### config.mk
export PLATFORM = sky130hd
export DESIGN_NAME = tbird_switch_conditioner
export DESIGN_NICKNAME = d
export VERILOG_FILES = /design/src/rtl/tbird_switch_conditioner.sv
export SDC_FILE = /design/constraint.sdc
export NUM_CORES = 1
export LEC_CHECK = 0
export BUFFER_PORTS_ARGS = -buffer_cell sky130_fd_sc_hd__buf_2
export CAP_MARGIN = 20
export CORE_MARGIN = 2
export CORE_UTILIZATION = 53
export CTS_CLUSTER_DIAMETER = 100
export DETAILED_ROUTE_END_ITERATION = 16
export MAX_ROUTING_LAYER = met4
export PLACE_DENSITY_LB_ADDON = 0.08
export SLEW_MARGIN = 20
export SYNTH_ARGS = -nofsm -noshare
export SYNTH_HDL_FRONTEND = slang
export SYNTH_SLANG_ARGS = --single-unit
### constraint.sdc
create_clock -name clock -period 1.3 [get_ports clock]
set_input_delay 0.26 -clock clock [delete_from_list [all_inputs] [get_ports clock]]
set_output_delay 0.26 -clock clock [all_outputs]
set_load 0.03 [all_outputs]
### src/rtl/tbird_switch_conditioner.sv
// ----------------------------------------------------------------------------
// tbird_switch_conditioner
//
// Input stage for the T-bird tail-light sequencer. Each raw driver control
// (left, right, hazard, brake) is synchronised with two flops and debounced on
// its own. The debounced bits are encoded into the 3-bit code {brake, left,
// right} that the sequencer consumes. The block also produces a step tick
// that paces the light animation.
//
// Ports:
//   clock          in   system clock, every flop on the rising edge
//   reset_n        in   asynchronous active-low reset
//   raw_left       in   left-turn control, asynchronous to clock
//   raw_right      in   right-turn control, asynchronous to clock
//   raw_hazard     in   hazard control, asynchronous to clock
//   raw_brake      in   brake pedal, asynchronous to clock
//   switch         out  registered code {brake, left, right}
//   switch_changed out  one-cycle pulse on the cycle switch takes a new value
//   tick           out  one-cycle animation step enable
//
// Parameters:
//   DEB_CYCLES     consecutive synchronised cycles an input must differ from
//                  its debounced value before the new value is accepted (>=2)
//   TICK_DIV       clock cycles per animation step tick (>=2)
//
// Configuration macro:
//   TBIRD_TICK_EN  defined   -> tick comes from a TICK_DIV divider that
//                               restarts whenever switch changes
//                  undefined -> no divider; tick is high whenever reset_n is
//                               high, so the sequencer steps every clock
// ----------------------------------------------------------------------------
module tbird_switch_conditioner #(
    parameter int DEB_CYCLES = 4,
    parameter int TICK_DIV   = 8
) (
    input  logic       clock,
    input  logic       reset_n,
    input  logic       raw_left,
    input  logic       raw_right,
    input  logic       raw_hazard,
    input  logic       raw_brake,
    output logic [2:0] switch,
    output logic       switch_changed,
    output logic       tick
);

    localparam int DEB_W = (DEB_CYCLES > 1) ? $clog2(DEB_CYCLES) : 1;
    localparam logic [DEB_W-1:0] DEB_LAST = DEB_W'(DEB_CYCLES - 1);

    localparam int IDX_LEFT   = 0;
    localparam int IDX_RIGHT  = 1;
    localparam int IDX_HAZARD = 2;
    localparam int IDX_BRAKE  = 3;

    logic [3:0]       raw_vec;
    logic [3:0]       sync_meta_q;
    logic [3:0]       sync_q;
    logic [3:0]       deb_q;
    logic [3:0]       deb_d;
    logic [DEB_W-1:0] deb_cnt_q [4];
    logic [DEB_W-1:0] deb_cnt_d [4];
    logic [2:0]       switch_q;
    logic [2:0]       switch_d;
    logic             changed_q;
    logic             changed_d;

    assign raw_vec = {raw_brake, raw_hazard, raw_right, raw_left};

    // Two-flop synchroniser for every raw control.
    always_ff @(posedge clock or negedge reset_n) begin
        if (!reset_n) begin
            sync_meta_q <= '0;
            sync_q      <= '0;
        end else begin
            sync_meta_q <= raw_vec;
            sync_q      <= sync_meta_q;
        end
    end

    // Per-input debounce. The counter measures how long the synchronised
    // value has disagreed with the accepted value; any agreement clears it,
    // so only an uninterrupted disagreement of DEB_CYCLES cycles is accepted.
    always_comb begin
        deb_d = deb_q;
        for (int i = 0; i < 4; i++) begin
            deb_cnt_d[i] = '0;
            if (sync_q[i] != deb_q[i]) begin
                if (deb_cnt_q[i] == DEB_LAST) begin
                    deb_d[i] = sync_q[i];
                end else begin
                    deb_cnt_d[i] = deb_cnt_q[i] + DEB_W'(1);
                end
            end
        end
    end

    // Debounced state and counters.
    always_ff @(posedge clock or negedge reset_n) begin
        if (!reset_n) begin
            deb_q <= '0;
            for (int i = 0; i < 4; i++) begin
                deb_cnt_q[i] <= '0;
            end
        end else begin
            deb_q <= deb_d;
            for (int i = 0; i < 4; i++) begin
                deb_cnt_q[i] <= deb_cnt_d[i];
            end
        end
    end

    // Encoder: hazard, or both turn signals at once, lights both sides;
    // brake always rides on the top bit.
    always_comb begin
        switch_d = {deb_q[IDX_BRAKE], deb_q[IDX_LEFT], deb_q[IDX_RIGHT]};
        if (deb_q[IDX_HAZARD] || (deb_q[IDX_LEFT] && deb_q[IDX_RIGHT])) begin
            switch_d[1:0] = 2'b11;
        end
        changed_d = (switch_d != switch_q);
    end

    // Registered code plus a pulse marking the cycle it takes a new value.
    always_ff @(posedge clock or negedge reset_n) begin
        if (!reset_n) begin
            switch_q  <= '0;
            changed_q <= 1'b0;
        end else begin
            switch_q  <= switch_d;
            changed_q <= changed_d;
        end
    end

    assign switch         = switch_q;
    assign switch_changed = changed_q;

`ifdef TBIRD_TICK_EN
    localparam int TICK_W = (TICK_DIV > 1) ? $clog2(TICK_DIV) : 1;
    localparam logic [TICK_W-1:0] TICK_LAST = TICK_W'(TICK_DIV - 1);

    logic [TICK_W-1:0] tick_cnt_q;
    logic [TICK_W-1:0] tick_cnt_d;

    // Step divider. The reload happens at the end of the switch_changed
    // cycle, so the first tick after a change lands exactly TICK_DIV cycles
    // after it.
    always_comb begin
        if (changed_q || (tick_cnt_q == TICK_LAST)) begin
            tick_cnt_d = '0;
        end else begin
            tick_cnt_d = tick_cnt_q + TICK_W'(1);
        end
    end

    // Divider count register.
    always_ff @(posedge clock or negedge reset_n) begin
        if (!reset_n) begin
            tick_cnt_q <= '0;
        end else begin
            tick_cnt_q <= tick_cnt_d;
        end
    end

    // A change pulse suppresses a tick that would fall on the same cycle.
    assign tick = (tick_cnt_q == TICK_LAST) && !changed_q;
`else
    localparam logic TICK_DIV_OK = (TICK_DIV >= 2);

    // Without the divider the sequencer steps on every clock out of reset.
    assign tick = reset_n & TICK_DIV_OK;
`endif

endmodule

==> results of run 1 <==
stage by stage:
step	hold slack [ps]	instances	util [%]	power [mW]	setup WS (ps)
after floorplan	-35.6	51	-	1.63	315
after global placement	263	77	60.6	1.77	286
after detailed placement	270	77	60.6	1.79	265
after CTS	41.9	81	62.8	2.10	138
after global routing	37.8	81	62.8	2.23	113
final	57.8	81	62.8	2.06	159
registers in the layout, summed over array words and instances, names as in the netlist:
| register | cells |
|---|---|
| deb_q | 4 |
| sync_meta_q | 4 |
| switch | 3 |
| sync_q | 4 |
| switch_changed | 1 |
| deb_cnt_q | 8 |
area by class of cell:
| class | count | area [um^2] | area share, % |
|---|---|---|---|
| Clock buffer | 3 | 22.5 | 2.41 |
| Multi-Input combinational cell | 26 | 224 | 24.0 |
| Sequential cell | 24 | 601 | 64.3 |
| Tap cell | 16 | 20.0 | 2.14 |
| Timing Repair Buffer | 12 | 67.6 | 7.23 |
per-layer routing:
metal	global-route usage, %	wire length (um)	vias to the layer above
li1	-	-	195
met5	-	0	-
met1	18.8	469	198
met2	18.2	449	10
met3	2.50	50	0
met4	9.09	0	0
logic make-up (layout without fill, tap and decap cells):
group | count (synthesis) | count (layout) | synth area share, %
flip-flops | 24 | 24 | 72.2
AND/OR/NAND/NOR | 11 | 11 | 8.12
XOR/XNOR | 7 | 7 | 7.37
adder cells (fa/ha/maj) | 4 | 4 | 6.02
multiplexers | 4 | 4 | 5.41
buffers and inverters | 1 | 15 | 0.903
power by group:
part           total (mW)  leakage, nW  switching (mW)  internal, mW
clock network       0.298       0.0138           0.190         0.108
logic               0.640        0.138           0.310         0.330
registers            1.12        0.287           0.146         0.977
cell usage after synthesis:
master	number	area (um^2)
dfrtp_1	24	601
buf_4	1	7.51
nor3_1	4	20.0
or2_4	2	17.5
nand3_1	1	5.00
nor2b_1	4	25.0
mux2_1	4	45.0
xnor2_1	7	61.3
ha_1	4	50.1
final timing paths:
kind | start | end | slack [ps] | depth (start not counted)
worst max register to register | deb_cnt_q[4]$_DFF_PN0_ | deb_q[1]$_DFFE_PN0P_ | 250 | 2
worst min register to register | sync_meta_q[0]$_DFF_PN0_ | sync_q[0]$_DFF_PN0_ | 360 | 0
worst min-delay path | raw_brake | sync_meta_q[3]$_DFF_PN0_ | 60 | 1
min in group asynchronous | reset_n | switch[1]$_DFF_PN0_ | 480 | 3
worst max-delay path | switch[2]$_DFF_PN0_ | switch[2] | 160 | 1
max in group asynchronous | reset_n | sync_q[1]$_DFF_PN0_ | 600 | 3
==> summary.txt, run 1 <==
CTS
  – Resize count post-CTS: 0
  – Cts bufs inserted: 3
  – CTS tree: done
  – Later-pin clock latency in the skew report: 300 ps
  – Setup Buffers After CTS: 0
  – Clk pin slew, worst setup/hold paths: 110 ps
  – H-tree level count: 1
  – Post-CTS Hold Fix Bufs: 1
  – Clock Sinks: 24
  – Root Driver: clkbuf_4
  – Maximum buffer depth of the clock tree: 2

Worst setup path
  – Startpoint Class: flop
  – Crit path buf inv count: 1
  – Crit end category: primary output
  – Max incr delay on CP: 400 ps
  – Crit Path Category: flop to primary output
  – Req. time, crit path: 1040 ps
  – CP max-delay cell: dfrtp_1
  – Worst Path Max Fanout: 2
  – WP data arrival: 880 ps
  – Worst-path cell chain: buf_2
  – Top Family by Delay on Critical Path: flip-flops

Global route
  – First-pass GRT wire length: 1.80 mm
  – Grt total ovfl: 0
  – Initial antenna violation count: 0
  – Tot GR Track Use: 13.6%
  – Vias in the first global route: 436
  – Pin count of the biggest net entering global routing: 25

Finish
  – N_diodes: 0
  – Design Area, Final: 935 um^2
  – Most frequent cells in the layout: 24 x dfrtp_1, 10 x buf_2, 7 x xnor2_1
  – Area grow syn2layout: 12.3%
  – Layout cells sized above 1: 24.6%
  – Nets@finish: 77
  – Fillers: 113
  – Commonest non-fill, non-tap cell in the layout: dfrtp_1

STA
  – RSZ-0062 raised after global routing: no
  – Relative slew slack: 80.7%
  – Min cycle time layout: 1140 ps
  – Fin Clk Skew: 4.81 ps
  – Final worst path period share: 87.8%
  – Peak Freq: 0.876 GHz
  – Post-route setup TNS: 0 ps
  – Final Setup Violations: 0
  – Measured slew at the worst slew-check pin: 290 ps
  – Max-slew violations: 0
  – Final hold violations: 0

Synthesis
  – Synthesis warning total: 0
  – Seq/Total Area, Yosys: 72.2%
  – Synth Cell Area: 832 um^2
  – Synthesized Nets: 61
  – FF+latch count, synth: 24
  – Syn Area/Cell: 16.3 um^2
  – Yosys cell types: 9
  – Synth Instances: 51

Placement
  – Placed cell area: 902 um^2
  – Placer Congestion: 0.614
  – Hpwl dp: 698 um
  – I/O Buffers: 10

Min path
  – Worst hold path type: primary input to flop

Route
  – Vias: 403
  – Iter 0 DRT Violations: 2
  – Vias per cell: 4.98
  – Final WL: 969 um
  – Antenna Nets Post-Route: 0
  – DRT Pass-1 Iters: 3
  – Routed len/inst: 12.0 um
  – DR DRC count: 0

Floorplanning
  – Core area: 1490 um^2
  – Row count: 14
  – # IOs: 11
  – DIE WIDTH: 43.6 um
  – Die Y: 43.6 um
  – Total Die Area: 1900 um^2
  – Starting Density: 55.9%

Power
  – Power per Cell Area: 2200 nW/um^2
  – Worst vdd ir: 0.00107 V
  – P_leak: 0.439 nW

Run
  – Number of max-cap violations: 0

Status
  – Outcome: finished clean
No activity file was read; power rests on OpenSTA's default activity.
==> run 2, diff against run 1 <==
--- a/config.mk
+++ b/config.mk
@@ -8,7 +8,7 @@
 export BUFFER_PORTS_ARGS = -buffer_cell sky130_fd_sc_hd__buf_2
 export CAP_MARGIN = 20
 export CORE_MARGIN = 2
-export CORE_UTILIZATION = 53
+export CORE_UTILIZATION = 40
 export CTS_CLUSTER_DIAMETER = 100
 export DETAILED_ROUTE_END_ITERATION = 16
 export MAX_ROUTING_LAYER = met4
==> summary.txt, run 2 (same netlist as run 1, synthesis figures left out) <==
Status
  – Outcome: finished clean

Route
  – Iter 0 DRT Violations: 2 (unchanged)
  – Vias per cell: 4.33 (-13%)
  – DRT Pass-1 Iters: 2 (-1)
  – DR DRC count: 0 (unchanged)
  – Antenna Nets Post-Route: 0 (unchanged)
  – Final WL: 974 um (+0.52%)
  – Routed len/inst: 10.5 um (-12%)
  – Vias: 403 (unchanged)

Finish
  – Commonest non-fill, non-tap cell in the layout: dfrtp_1
  – N_diodes: 0 (unchanged)
  – Largest register by flop count: deb_cnt_q
  – Max FFs per register: 8 (unchanged)
  – Most frequent cells in the layout: 24 x dfrtp_1, 10 x buf_2, 7 x xnor2_1
  – Util after Layout: 49.9% (-13 points)
  – Fillers: 194 (+72%)
  – Design Area, Final: 978 um^2 (+4.7%)
  – Layout cells sized above 1: 25.8% (+1.1 points)
  – Nets@finish: 77 (unchanged)
  – Area grow syn2layout: 17.6%
  – Non-Filler Instances: 93 (+15%)

Placement
  – Placed cell area: 916 um^2 (+1.5%)
  – I/O Buffers: 10 (unchanged)
  – Place WS: 279 ps (+13.6 ps)
  – Hpwl dp: 721 um (+3.3%)
  – Placer Congestion: 0.667 (+8.6%)
  – Placed Instances: 88 (+14%)

CTS
  – Cts bufs inserted: 3 (unchanged)
  – Root Driver: clkbuf_4
  – Clk pin slew, worst setup/hold paths: 120 ps (about the same)
  – Resize count post-CTS: 0 (unchanged)
  – Later-pin clock latency in the skew report: 300 ps (about the same)
  – CTS tree: done
  – H-tree level count: 1 (unchanged)
  – Maximum buffer depth of the clock tree: 2 (unchanged)
  – Setup Buffers After CTS: 0 (unchanged)
  – Post-CTS Hold Fix Bufs: 1 (unchanged)
  – Clock Sinks: 24 (unchanged)

Min path
  – Worst hold path type: primary input to flop

Worst setup path
  – Req. time, crit path: 1040 ps (about the same)
  – Worst-path cell chain: buf_2
  – Crit end category: primary output
  – Worst Path Max Fanout: 2 (unchanged)
  – Top Family by Delay on Critical Path: flip-flops
  – Max incr delay on CP: 410 ps (about the same)
  – Crit Path Category: flop to primary output
  – Startpoint Class: flop
  – CP max-delay cell: dfrtp_1
  – Crit path buf inv count: 1 (unchanged)
  – WP data arrival: 890 ps (about the same)

STA
  – Hold WS: 54.0 ps (-3.83 ps)
  – RSZ-0062 raised after global routing: no
  – Relative slew slack: 81.5% (+0.85 points)
  – Final hold violations: 0 (unchanged)
  – Final Setup Violations: 0 (unchanged)
  – Measured slew at the worst slew-check pin: 277 ps (-12.8 ps)
  – Min cycle time layout: 1150 ps (+12.8 ps)
  – Final worst path period share: 88.8% (+0.99 points)
  – Post-route setup slack: 146 ps (-12.8 ps)
  – Max-slew violations: 0 (unchanged)
  – Peak Freq: 0.867 GHz (-1.1%)
  – Fin Clk Skew: 1.11 ps (-3.70 ps)
  – Post-route setup TNS: 0 ps (unchanged)

Global route
  – First-pass GRT wire length: 1.81 mm (+0.39%)
  – Grt total ovfl: 0 (unchanged)
  – Pin count of the biggest net entering global routing: 24 (-4.0%)
  – Initial antenna violation count: 0 (unchanged)
  – Tot GR Track Use: 10.3% (-3.3 points)
  – Vias in the first global route: 416 (-4.6%)

Power
  – Tot Pwr: 2.28 mW (+11%)
  – Power per Cell Area: 2330 nW/um^2 (+5.9%)
  – P_leak: 0.453 nW (+3.2%)
  – Worst vdd ir: 0.00107 V (-0.21%)

Floorplanning
  – Starting Density: 42.4% (-13 points)
  – Total Die Area: 2460 um^2 (+29%)
  – Die Y: 49.6 um (+14%)
  – Core area: 1960 um^2 (+32%)
  – Row count: 16 (+2)
  – DIE WIDTH: 49.6 um (+14%)
  – # IOs: 11 (unchanged)

Run
  – Number of max-cap violations: 0 (unchanged)
[run 2: area by class of cell]
class | count | area [um^2] | share of cell area [%]
Sequential cell | 24 | 601 | 61.4
Multi-Input combinational cell | 26 | 224 | 22.9
Tap cell | 27 | 33.8 | 3.45
Timing Repair Buffer | 12 | 67.6 | 6.91
Clock buffer | 3 | 22.5 | 2.30
Clock inverter | 1 | 30.0 | 3.07
[run 2: per-layer routing]
layer	GRT usage (%)	share of wire, %
met3	1.82	4.4
met2	14.0	44
met4	5.56	0.41
met1	14.7	51
met5	-	0
[run 2: path summary, 6_finish.rpt]
kind | from | cells after the start | slack, ps | endpoint
setup / recovery | switch[1]$_DFF_PN0_ | 1 | 150 | switch[1]
setup reg to reg | deb_cnt_q[6]$_DFF_PN0_ | 2 | 270 | deb_q[0]$_DFFE_PN0P_
max in group asynchronous | reset_n | 3 | 510 | deb_cnt_q[6]$_DFF_PN0_
min in group asynchronous | reset_n | 2 | 310 | sync_meta_q[3]$_DFF_PN0_
hold reg to reg | sync_meta_q[2]$_DFF_PN0_ | 0 | 360 | sync_q[2]$_DFF_PN0_
hold / removal | raw_brake | 1 | 50 | sync_meta_q[3]$_DFF_PN0_
[run 2: report_power, final]
part / internal (mW) / switching [mW] / total [mW] / leakage, nW
clock: 0.311 / 0.204 / 0.516 / 0.0279
combinational: 0.330 / 0.317 / 0.647 / 0.138
sequential: 0.976 / 0.144 / 1.12 / 0.287
==> run 3, diff against run 2 <==
==> constraint.sdc (replaced) <==
create_clock -name clock -period 1.4 [get_ports clock]
set_input_delay 0.28 -clock clock [delete_from_list [all_inputs] [get_ports clock]]
set_output_delay 0.28 -clock clock [all_outputs]
set_load 0.03 [all_outputs]
==> summary.txt, run 3 (same netlist as run 1, synthesis figures left out) <==
Status
  – Outcome: finished clean

Floorplanning
  – Total Die Area: 2460 um^2 (unchanged)
  – # IOs: 11 (unchanged)
  – Starting Density: 42.4% (unchanged)
  – DIE WIDTH: 49.6 um (unchanged)
  – Core area: 1960 um^2 (unchanged)
  – Die Y: 49.6 um (unchanged)
  – Row count: 16 (unchanged)

Route
  – Vias per cell: 4.31 (-0.50%)
  – Routed len/inst: 10.7 um (+2.4%)
  – Antenna Nets Post-Route: 0 (unchanged)
  – Final WL: 997 um (+2.4%)
  – DR DRC count: 0 (unchanged)
  – DRT Pass-1 Iters: 2 (unchanged)
  – Iter 0 DRT Violations: 1 (-1)
  – Vias: 401 (-0.50%)

Global route
  – Vias in the first global route: 413 (-0.72%)
  – Pin count of the biggest net entering global routing: 24 (unchanged)
  – Initial antenna violation count: 0 (unchanged)
  – First-pass GRT wire length: 1.81 mm (unchanged)
  – Grt total ovfl: 0 (unchanged)
  – Tot GR Track Use: 10.5% (+0.20 points)

CTS
  – Resize count post-CTS: 0 (unchanged)
  – CTS tree: done
  – Root Driver: clkbuf_4
  – Later-pin clock latency in the skew report: 300 ps (about the same)
  – Clk pin slew, worst setup/hold paths: 120 ps (about the same)
  – Cts bufs inserted: 3 (unchanged)
  – H-tree level count: 1 (unchanged)
  – Maximum buffer depth of the clock tree: 2 (unchanged)
  – Clock Sinks: 24 (unchanged)

STA
  – Max-slew violations: 0 (unchanged)
  – Measured slew at the worst slew-check pin: 278 ps (+1.65 ps)
  – Min cycle time layout: 1170 ps
  – Final hold violations: 0 (unchanged)
  – Peak Freq: 0.852 GHz
  – RSZ-0062 raised after global routing: no
  – Post-route setup slack: 227 ps (+80.8 ps)
  – Final Setup Violations: 0 (unchanged)
  – Fin Clk Skew: 3.95 ps (+2.84 ps)
  – Final worst path period share: 83.8%
  – Relative slew slack: 81.4% (-0.11 points)
  – Post-route setup TNS: 0 ps (unchanged)

Finish
  – Largest register by flop count: deb_cnt_q
  – N_diodes: 0 (unchanged)
  – Max FFs per register: 8 (unchanged)
  – Nets@finish: 77 (unchanged)
  – Most frequent cells in the layout: 24 x dfrtp_1, 10 x buf_2, 7 x xnor2_1
  – Util after Layout: 49.9% (unchanged)
  – Non-Filler Instances: 93 (unchanged)
  – Layout cells sized above 1: 25.8% (unchanged)
  – Commonest non-fill, non-tap cell in the layout: dfrtp_1
  – Design Area, Final: 978 um^2 (unchanged)
  – Area grow syn2layout: 17.6% (unchanged)

Worst setup path
  – Crit end category: primary output
  – Critical R2R Launch: deb_cnt_q[6]$_DFF_PN0_
  – R2R Path End: deb_q[0]$_DFFE_PN0P_
  – Max incr delay on CP: 410 ps (about the same)
  – Crit path buf inv count: 1 (unchanged)
  – Startpoint Class: flop
  – Launch point of the worst path: switch[1]$_DFF_PN0_
  – R2r setup slk: 370 ps (+100 ps)
  – CP max-delay cell: dfrtp_1
  – Worst Path Max Fanout: 2 (unchanged)
  – Top Family by Delay on Critical Path: flip-flops
  – Reg2reg path depth: 2 (unchanged)
  – Crit Path Category: flop to primary output
  – Levels on crit path: 1 (unchanged)
  – Worst-path cell chain: buf_2
  – CP Capture Point: switch[1]
  – Req. time, crit path: 1120 ps (+80 ps)
  – WP data arrival: 890 ps (about the same)

Min path
  – Worst hold path type: primary input to flop
  – Worst Min Path Start: raw_hazard

Power
  – P_leak: 0.453 nW (unchanged)
  – Power per Cell Area: 2170 nW/um^2 (-7.1%)
  – Worst vdd ir: 0.000889 V (-17%)

Run
  – Number of max-cap violations: 0 (unchanged)

Placement
  – Place WS: 379 ps (+100 ps)
  – Placed Instances: 88 (unchanged)
  – Placer Congestion: 0.668 (about the same)
  – Placed cell area: 916 um^2 (unchanged)
  – I/O Buffers: 10 (unchanged)
[run 3: through the flow]
step | hold slack (ps) | power (mW)
after floorplan | -15.6 | 1.51
after global placement | 83.5 | 1.65
after detailed placement | 83.1 | 1.67
after CTS | 55.0 | 2.16
after global routing | 27.2 | 2.31
final | 72.7 | 2.12
[run 3: worst min path at each step]
stage / end / slack, ps / cells after the start
after global placement: sync_meta_q[3]$_DFF_PN0_ / 80 / 1
after global routing: sync_meta_q[0]$_DFF_PN0_ / 30 / 1
after detailed placement: sync_meta_q[3]$_DFF_PN0_ / 80 / 1
after floorplan: deb_cnt_q[0]$_DFF_PN0_ / -20 / 0
after CTS: sync_meta_q[0]$_DFF_PN0_ / 50 / 1
final: sync_meta_q[2]$_DFF_PN0_ / 70 / 1
[run 3: repair_timing]
item                                   in CTS  in global routing
endpoints found under the hold margin      24                  0
hold buffers                                1                  0
buffers inserted                            0                  0
[run 3: layout make-up]
| type | instances | area [um^2] |
|---|---|---|
| Timing Repair Buffer | 12 | 67.6 |
| Clock buffer | 3 | 22.5 |
| Clock inverter | 1 | 30.0 |
| Tap cell | 27 | 33.8 |
| Sequential cell | 24 | 601 |
| Multi-Input combinational cell | 26 | 224 |
| Fill cell | 197 | 983 |
[run 3: report_power, final]
group | internal (mW) | switching (mW)
Sequential | 0.907 | 0.134
Clock | 0.289 | 0.191
Combinational | 0.306 | 0.294
Total | 1.50 | 0.619
[run 3: metal layers]
metal,global-route usage [%],wire [um]
met5,-,0
met4,6.94,12
met3,2.12,45
met2,13.8,440
met1,14.7,498
